--- config.mk ---
export PLATFORM = sky130hd
export DESIGN_NAME = spi16_master
export DESIGN_NICKNAME = d
export VERILOG_FILES = /design/src/rtl/spi16_master.sv
export SDC_FILE = /design/constraint.sdc
export NUM_CORES = 1
export LEC_CHECK = 0
export ABC_AREA = 1
export CAP_MARGIN = 20
export CORE_ASPECT_RATIO = 1.2
export CORE_MARGIN = 1
export CORE_UTILIZATION = 56
export DETAILED_ROUTE_END_ITERATION = 16
export PLACE_DENSITY = 0.79
export SETUP_SLACK_MARGIN = 0.05
export SYNTH_ARGS = -nofsm -noshare
export SYNTH_HDL_FRONTEND = slang
export SYNTH_SLANG_ARGS = --single-unit
export TNS_END_PERCENT = 20
--- constraint.sdc ---
create_clock -name clk -period 2.1 [get_ports clk]
set_input_delay 0.63 -clock clk [delete_from_list [all_inputs] [get_ports clk]]
set_output_delay 0.63 -clock clk [all_outputs]
set_load 0.01 [all_outputs]
--- src/rtl/spi16_master.sv ---
// 16-bit SPI master, mode 0 (CPOL=0, CPHA=0), MSB first, full duplex.
// The core presents one word with a start strobe. It gets back the received word
// together with a one-cycle done pulse. SCLK rate, chip-select setup/hold and the
// inter-word gap are set by parameters.
//
// Ports:
//   clk    system clock
//   res_n  asynchronous active-low reset
//   start  transfer request, sampled only while idle
//   din    word to transmit, captured when start is accepted
//   busy   high from start acceptance until the end of the gap
//   done   one-cycle pulse; dout is valid from this cycle on
//   dout   received word, held until the next done
//   nSS    chip select, active low
//   SCLK   serial clock, idles low
//   MOSI   serial data out
//   MISO   serial data in
// All outputs are driven directly from registers.

module spi16_master #(
  parameter int unsigned CLKDIV    = 4,  // SCLK half-period in clk cycles, 1..65535
  parameter int unsigned SETUP_CYC = 2,  // nSS fall to first SCLK rise, 1..255
  parameter int unsigned HOLD_CYC  = 2,  // last SCLK fall to nSS rise, 1..255
  parameter int unsigned GAP_CYC   = 2   // nSS high before busy drops, 0..255
) (
  input  logic        clk,
  input  logic        res_n,
  input  logic        start,
  input  logic [15:0] din,
  output logic        busy,
  output logic        done,
  output logic [15:0] dout,
  output logic        nSS,
  output logic        SCLK,
  output logic        MOSI,
  input  logic        MISO
);

  typedef enum logic [2:0] {
    StIdle,
    StSetup,
    StShiftHi,
    StShiftLo,
    StHold,
    StGap
  } state_e;

  // Counters are loaded with (cycles - 1) and the phase ends on the cycle they read zero.
  localparam logic [15:0] DivLoad   = 16'(CLKDIV - 1);
  localparam logic [15:0] SetupLoad = 16'(SETUP_CYC - 1);
  localparam logic [15:0] HoldLoad  = 16'(HOLD_CYC - 1);
  localparam logic [15:0] GapLoad   = (GAP_CYC == 0) ? 16'd0 : 16'(GAP_CYC - 1);

  state_e      state_q, state_d;
  logic [15:0] cnt_q, cnt_d;
  logic [3:0]  bit_q, bit_d;
  logic [15:0] tx_q, tx_d;
  logic [15:0] rx_q, rx_d;
  logic [15:0] dout_q, dout_d;
  logic        sclk_q, sclk_d;
  logic        nss_q, nss_d;
  logic        mosi_q, mosi_d;
  logic        busy_q, busy_d;
  logic        done_q, done_d;

  logic cnt_zero;
  logic last_bit;

  assign cnt_zero = (cnt_q == 16'd0);
  assign last_bit = (bit_q == 4'hF);

  // State and registered outputs
  always_ff @(posedge clk or negedge res_n) begin
    if (!res_n) begin
      state_q <= StIdle;
      cnt_q   <= 16'd0;
      bit_q   <= 4'd0;
      tx_q    <= 16'd0;
      rx_q    <= 16'd0;
      dout_q  <= 16'd0;
      sclk_q  <= 1'b0;
      nss_q   <= 1'b1;
      mosi_q  <= 1'b0;
      busy_q  <= 1'b0;
      done_q  <= 1'b0;
    end else begin
      state_q <= state_d;
      cnt_q   <= cnt_d;
      bit_q   <= bit_d;
      tx_q    <= tx_d;
      rx_q    <= rx_d;
      dout_q  <= dout_d;
      sclk_q  <= sclk_d;
      nss_q   <= nss_d;
      mosi_q  <= mosi_d;
      busy_q  <= busy_d;
      done_q  <= done_d;
    end
  end

  // Next state, phase counter and bit counter
  always_comb begin
    state_d = state_q;
    cnt_d   = cnt_q;
    bit_d   = bit_q;
    unique case (state_q)
      StIdle: begin
        if (start) begin
          state_d = StSetup;
          cnt_d   = SetupLoad;
          bit_d   = 4'd0;
        end
      end
      StSetup: begin
        if (cnt_zero) begin
          state_d = StShiftHi;
          cnt_d   = DivLoad;
        end else begin
          cnt_d = cnt_q - 16'd1;
        end
      end
      StShiftHi: begin
        if (cnt_zero) begin
          if (last_bit) begin
            state_d = StHold;
            cnt_d   = HoldLoad;
          end else begin
            state_d = StShiftLo;
            cnt_d   = DivLoad;
            bit_d   = bit_q + 4'd1;
          end
        end else begin
          cnt_d = cnt_q - 16'd1;
        end
      end
      StShiftLo: begin
        if (cnt_zero) begin
          state_d = StShiftHi;
          cnt_d   = DivLoad;
        end else begin
          cnt_d = cnt_q - 16'd1;
        end
      end
      StHold: begin
        if (cnt_zero) begin
          // With no gap the FSM returns straight to idle on the done edge.
          state_d = (GAP_CYC == 0) ? StIdle : StGap;
          cnt_d   = GapLoad;
        end else begin
          cnt_d = cnt_q - 16'd1;
        end
      end
      StGap: begin
        if (cnt_zero) begin
          state_d = StIdle;
        end else begin
          cnt_d = cnt_q - 16'd1;
        end
      end
      default: state_d = StIdle;
    endcase
  end

  // Next values of the shift registers and the pin/handshake registers
  always_comb begin
    tx_d   = tx_q;
    rx_d   = rx_q;
    dout_d = dout_q;
    sclk_d = sclk_q;
    nss_d  = nss_q;
    mosi_d = mosi_q;
    busy_d = busy_q;
    done_d = 1'b0;
    unique case (state_q)
      StIdle: begin
        if (start) begin
          tx_d   = din;
          mosi_d = din[15];
          nss_d  = 1'b0;
          busy_d = 1'b1;
        end
      end
      StSetup, StShiftLo: begin
        if (cnt_zero) begin
          sclk_d = 1'b1;
          rx_d   = {rx_q[14:0], MISO};
        end
      end
      StShiftHi: begin
        if (cnt_zero) begin
          sclk_d = 1'b0;
          // After the last falling edge MOSI keeps bit 0 through the hold phase.
          if (!last_bit) begin
            tx_d   = {tx_q[14:0], 1'b0};
            mosi_d = tx_q[14];
          end
        end
      end
      StHold: begin
        if (cnt_zero) begin
          nss_d  = 1'b1;
          mosi_d = 1'b0;
          dout_d = rx_q;
          done_d = 1'b1;
          if (GAP_CYC == 0) begin
            busy_d = 1'b0;
          end
        end
      end
      StGap: begin
        if (cnt_zero) begin
          busy_d = 1'b0;
        end
      end
      default: ;
    endcase
  end

  assign busy = busy_q;
  assign done = done_q;
  assign dout = dout_q;
  assign nSS  = nss_q;
  assign SCLK = sclk_q;
  assign MOSI = mosi_q;

endmodule
==> After elaboration in Yosys (flattened, before gate mapping) <==
Index checks and enable logic that the tools add are counted.
{ "op_classes": {"reduce_logical": 18, "eq_ne": 13, "n_addsub": 2, "n_mux": 35} }
{ "ops": {"columns": ["operator", "count"], "rows": [
  ["16-bit 2-to-1 mux", 5],
  ["16-bit case mux with 5 select lines", 1],
  ["15-bit 2-to-1 mux", 3],
  ["15-bit case mux with 2 select lines", 1],
  ["3-bit 2-to-1 mux", 6],
  ["16-bit zero test", 1],
  ["16-bit by 1-bit subtractor with 16-bit output (second input constant)", 1],
  ["3-bit case mux with 5 select lines", 1],
  ["4-bit 2-to-1 mux", 3],
  ["2-bit inequality test (second input constant)", 6],
  ["3-bit AND reduction", 4],
  ["5-bit AND reduction", 2],
  ["1-bit 2-to-1 mux", 9],
  ["4-bit case mux with 2 select lines", 1],
  ["2-bit nonzero test", 4],
  ["3-bit by 2-bit equality test with 1-bit output (second input constant)", 2],
  ["3-bit equality test (second input constant)", 2],
  ["1-bit case mux with 2 select lines", 3],
  ["5-bit nonzero test", 1],
  ["4-bit by 1-bit adder with 4-bit output (second input constant)", 1],
  ["4-bit equality test (second input constant)", 1],
  ["2-bit AND reduction", 2],
  ["4-bit AND reduction", 1],
  ["3-bit by 1-bit equality test with 1-bit output (second input constant)", 1],
  ["6 further kinds", 6]
]} }
{ "word_totals": {"regBits": 75, "output_inout_bits": 21} }

==> Depth between registers and ports, before layout <==
{ "logic_depth": {"word_depth": 4, "ltp_mapped": 11, "mapped_depth_nobuf": 11} }

==> Worst setup path before layout <==
No wires, ideal clock.
{ "synth_path": {"path_type": "reg-to-reg", "startpoint": "reg cnt_q[0]", "endpoint": "reg bit_q[0]", "path_stages_with_launch": 11, "arrival_ns": 1.419, "setup_slack_ns": 0.562, "path_buffers": 1, "setup_ns": 0.119, "t_required_ns": 1.981, "cell_sequence": "dfrtp_1 > inv_1 > ha_1 > nand3_1 > nor2_2 > nand2_2 > nand2_1 > nand2_4 > inv_6 > buf_6 > o21ai_2"} }
{ "synth_between": {"elab_chain_cells": 3} }
{ "synth_rtl": {"columns": ["element", "line_no", "text"], "rows": [
  ["start: declaration", "55", "logic [15:0] cnt_q, cnt_d;"],
  ["start signal: assignment", "88", "cnt_q <= cnt_d;"],
  ["16-bit zero test", "69", "assign cnt_zero = (cnt_q == 16'd0);"],
  ["2-bit inequality test (no source line)", null, null],
  ["4-bit AND reduction (no source line)", null, null],
  ["end signal: assignment", "89", "bit_q <= bit_d;"],
  ["end: declaration", "56", "logic [3:0] bit_q, bit_d;"]
]} }
Every way passes these cells.
A chain may end at the register's enable or synchronous reset.

==> Final worst setup path <==
{ "layout_path": {"startpoint": "reg cnt_q[0]", "endpoint": "reg rx_q[13]"} }
{ "layout_between": {"elab_chain_cells": 2} }
{ "layout_rtl": {"columns": ["element", "line_no", "text"], "rows": [
  ["16-bit zero test", "69", null],
  ["2-bit AND reduction (no source line)", null, null],
  ["end signal: assignment", "91", "rx_q <= rx_d;"],
  ["end: declaration", "58", "logic [15:0] rx_q, rx_d;"]
]} }
Every way passes these cells.

==> impl_metrics.toml <==
[synthesis]
synth_fp_nets = 493
synthMostInstantiatedCell = "nand2_1"
synthArstFlopShare = 1.00
syn_area_per_cell_um2 = 8.00
netlist.area_leader.share = 0.493
netlist-cell-type-count = 32
ys_ff_latch = 75
synth_cells = 470
yosys-top-cells-area = "dfrtp_1, nand2_1, inv_1, o21ai_0, nor2_1"
netlist_area_mm2 = 0.00376
synthTopCellsByCount = "nand2_1, dfrtp_1, inv_1"
yosysTopAreaCell = "dfrtp_1"
yosysSeqAreaShare = 0.500
yosysWarnings = 0
synth_enable_flop_cells = 0
ys.flop_type = "dfrtp_1"

[outcome]
status = "finished, final reports clean"

[sta]
rsz0062_at_grt = "true"
maxSlewHeadroom = 0.635
setup-violations-final = 0
worstMarginPinSlew_ps = 546
min_period_ps = 1950
hold_violations = 0
finalMaxSlewViolations = 0
final.setup.worst_slack_ps = 148
clock.fmax_mhz = 512
period_share = 0.930
finClkSkew_ps = 9.50

[final_layout]
final_core_util = 0.688
nets = 537
fillers = 539
area_delta_synth_final_pct = 17.9
stdcell_area_mm2 = 0.00443
drive_gt1_frac = 0.125
antenna_cells = 0

[floorplan]
die_area_mm2 = 0.00704
num_rows = 32
io_pins = 41
die_w_um = 76.8
coreArea_mm2 = 0.00645
start_util = 0.583
die_h_um = 91.7

[global_route]
gr-total-overflow = 0
grt_pass1_wl_um = 12800
grt_use_total = 0.229
grt_max_degree = 41
antenna_found_initial = 0
grt_pass1_vias = 2975

[power]
power_density_mw_per_mm2 = 636
vdd_drop_max_v = 0.000659
p_leak_nw = 2.18

[worst_setup_path]
startpoint_type = "flip-flop"
cp_max_fo = 33
crit_type = "reg -> reg"
required_ps = 2300
cp_data_arrival_time_ps = 2150
end_kind = "flip-flop"

[route]
wl_per_cell_um = 11.8
drtAntennaViolNets = 0
drt-pass1-iter-count = 5
wirelength_um = 7120
drt_iter0_drc = 159
via_per_inst = 5.01
drc = 0
vias = 3026

[clocking]
clkSinkCount = 75
clk_pin_slew_ps = 90
cts_tree = "built"
clockBufferDepth = 2
htreeDepth = 3
cts_buffers = 9
hold_buffers = 0
worstSkewPairLatency_ps = 350
cts_root_buf = "clkbuf_8"

[worst_hold_path]
hold_class = "in -> async"

[flow_run]
cap_violations = 0

[placed_design]
port_buffers = 40
hpwlAfterDp_um = 5100
place_area_mm2 = 0.00420
gp_congestion = 0.830
pre_cts_ws_ps = -5.39
-- per-stage QoR --
stage	TNS, ps	power (mW)	instances	hold WS (ps)
3_5_place_dp	-11.1	1.56	588	467
2_1_floorplan	0	1.49	470	334
3_3_place_gp	0	1.56	588	456
5_1_grt	-171	2.91	604	278
4_1_cts	0	2.85	604	262
6_report	0	2.82	604	246
-- cell families (layout without fill, tap and decap cells) --
family / Yosys count / after routing / synth area share
xor gates and xnor gates: 2 / 2 / 0.00466
buffers and inverters: 88 / 137 / 0.106
adders and majority gates: 3 / 3 / 0.00999
and+or+nand+nor: 226 / 226 / 0.261
AOI/OAI and AO/OA: 76 / 76 / 0.119
DFF: 75 / 75 / 0.500
-- state kept, by name, summed over array words and instances (netlist names) --
register,cells
cnt_q,16
dout,16
rx_q,16
tx_q,15
bit_q,4
state_q,3
MOSI,1
SCLK,1
busy,1
done,1
nSS,1
-- what timing repair did --
action	in CTS	in global routing
endpoints found under the setup margin	1	28
resized for setup	1	0
hold endpoints to repair	0	0
setup buffers	0	0
-- worst paths after layout --
check	slack, ps	start	depth (start not counted)	to
max	150	cnt_q[0]$_DFFE_PN0P_	9	rx_q[13]$_DFFE_PN0P_
min	250	res_n	1	tx_q[2]$_DFFE_PN0P_
max reg2reg	150	cnt_q[0]$_DFFE_PN0P_	9	rx_q[13]$_DFFE_PN0P_
min reg2reg	480	tx_q[0]$_DFFE_PN0P_	2	tx_q[0]$_DFFE_PN0P_
max in group asynchronous	1270	res_n	2	rx_q[12]$_DFFE_PN0P_
min in group clk	480	tx_q[0]$_DFFE_PN0P_	2	tx_q[0]$_DFFE_PN0P_
-- routing by layer --
layer / GRT usage / wire length, um / vias up
met5: 0 / 0 / -
met2: 0.380 / 3510 / 42
met1: 0.286 / 3280 / 1425
met3: 0.0507 / 185 / 14
met4: 0.0994 / 150 / 0
li1: - / - / 1545
-- power breakdown --
part	leakage [nW]	internal, mW	switching, mW
clock	0.115	0.716	0.572
combinational	1.18	0.0435	0.0423
sequential	0.883	1.45	0.00120
-- area by class of cell --
type	count	area, um2	share of cell area
sequential	75	1880	0.424
multi-input combinational	307	1480	0.334
clock inverter	6	96.3	0.0217
timing repair buffer	47	449	0.101
inverter	74	283	0.0638
tap	85	106	0.0240
clock buffer	10	138	0.0310
-- worst max-delay path, stage by stage (launching register included) --
cell and delay (ps):
dfrtp_1 420, inv_1 110, ha_1 170, nand3_1 100, nor2_2 160, nand2_2 130
inv_2 110, nand2_2 320, nand2_1 160, o21ai_0 100
-- cell usage in the layout, fill, tap and decap left out, types with 2 or more instances in the layout --
| cell type | instances |
|---|---|
| a21oi_1 | 3 |
| nand2_2 | 7 |
| o21ai_0 | 43 |
| nand2_1 | 136 |
| nor2_1 | 44 |
| buf_4 | 8 |
| dfrtp_1 | 74 |
| nand4_1 | 7 |
| nand3_1 | 16 |
| inv_1 | 68 |
| clkbuf_8 | 10 |
| inv_2 | 5 |
| nand2_4 | 2 |
| nor3_1 | 2 |
| bufinv_16 | 2 |
| nor2_2 | 4 |
| nand3b_1 | 2 |
| xor2_1 | 2 |
| o21ai_2 | 15 |
| nand3_2 | 3 |
| clkdlybuf4s50_1 | 38 |
| inv_6 | 2 |
| nor2_4 | 3 |
| o21ai_1 | 11 |
| ha_1 | 3 |
Note: power is estimated with default switching activity, not from simulation.
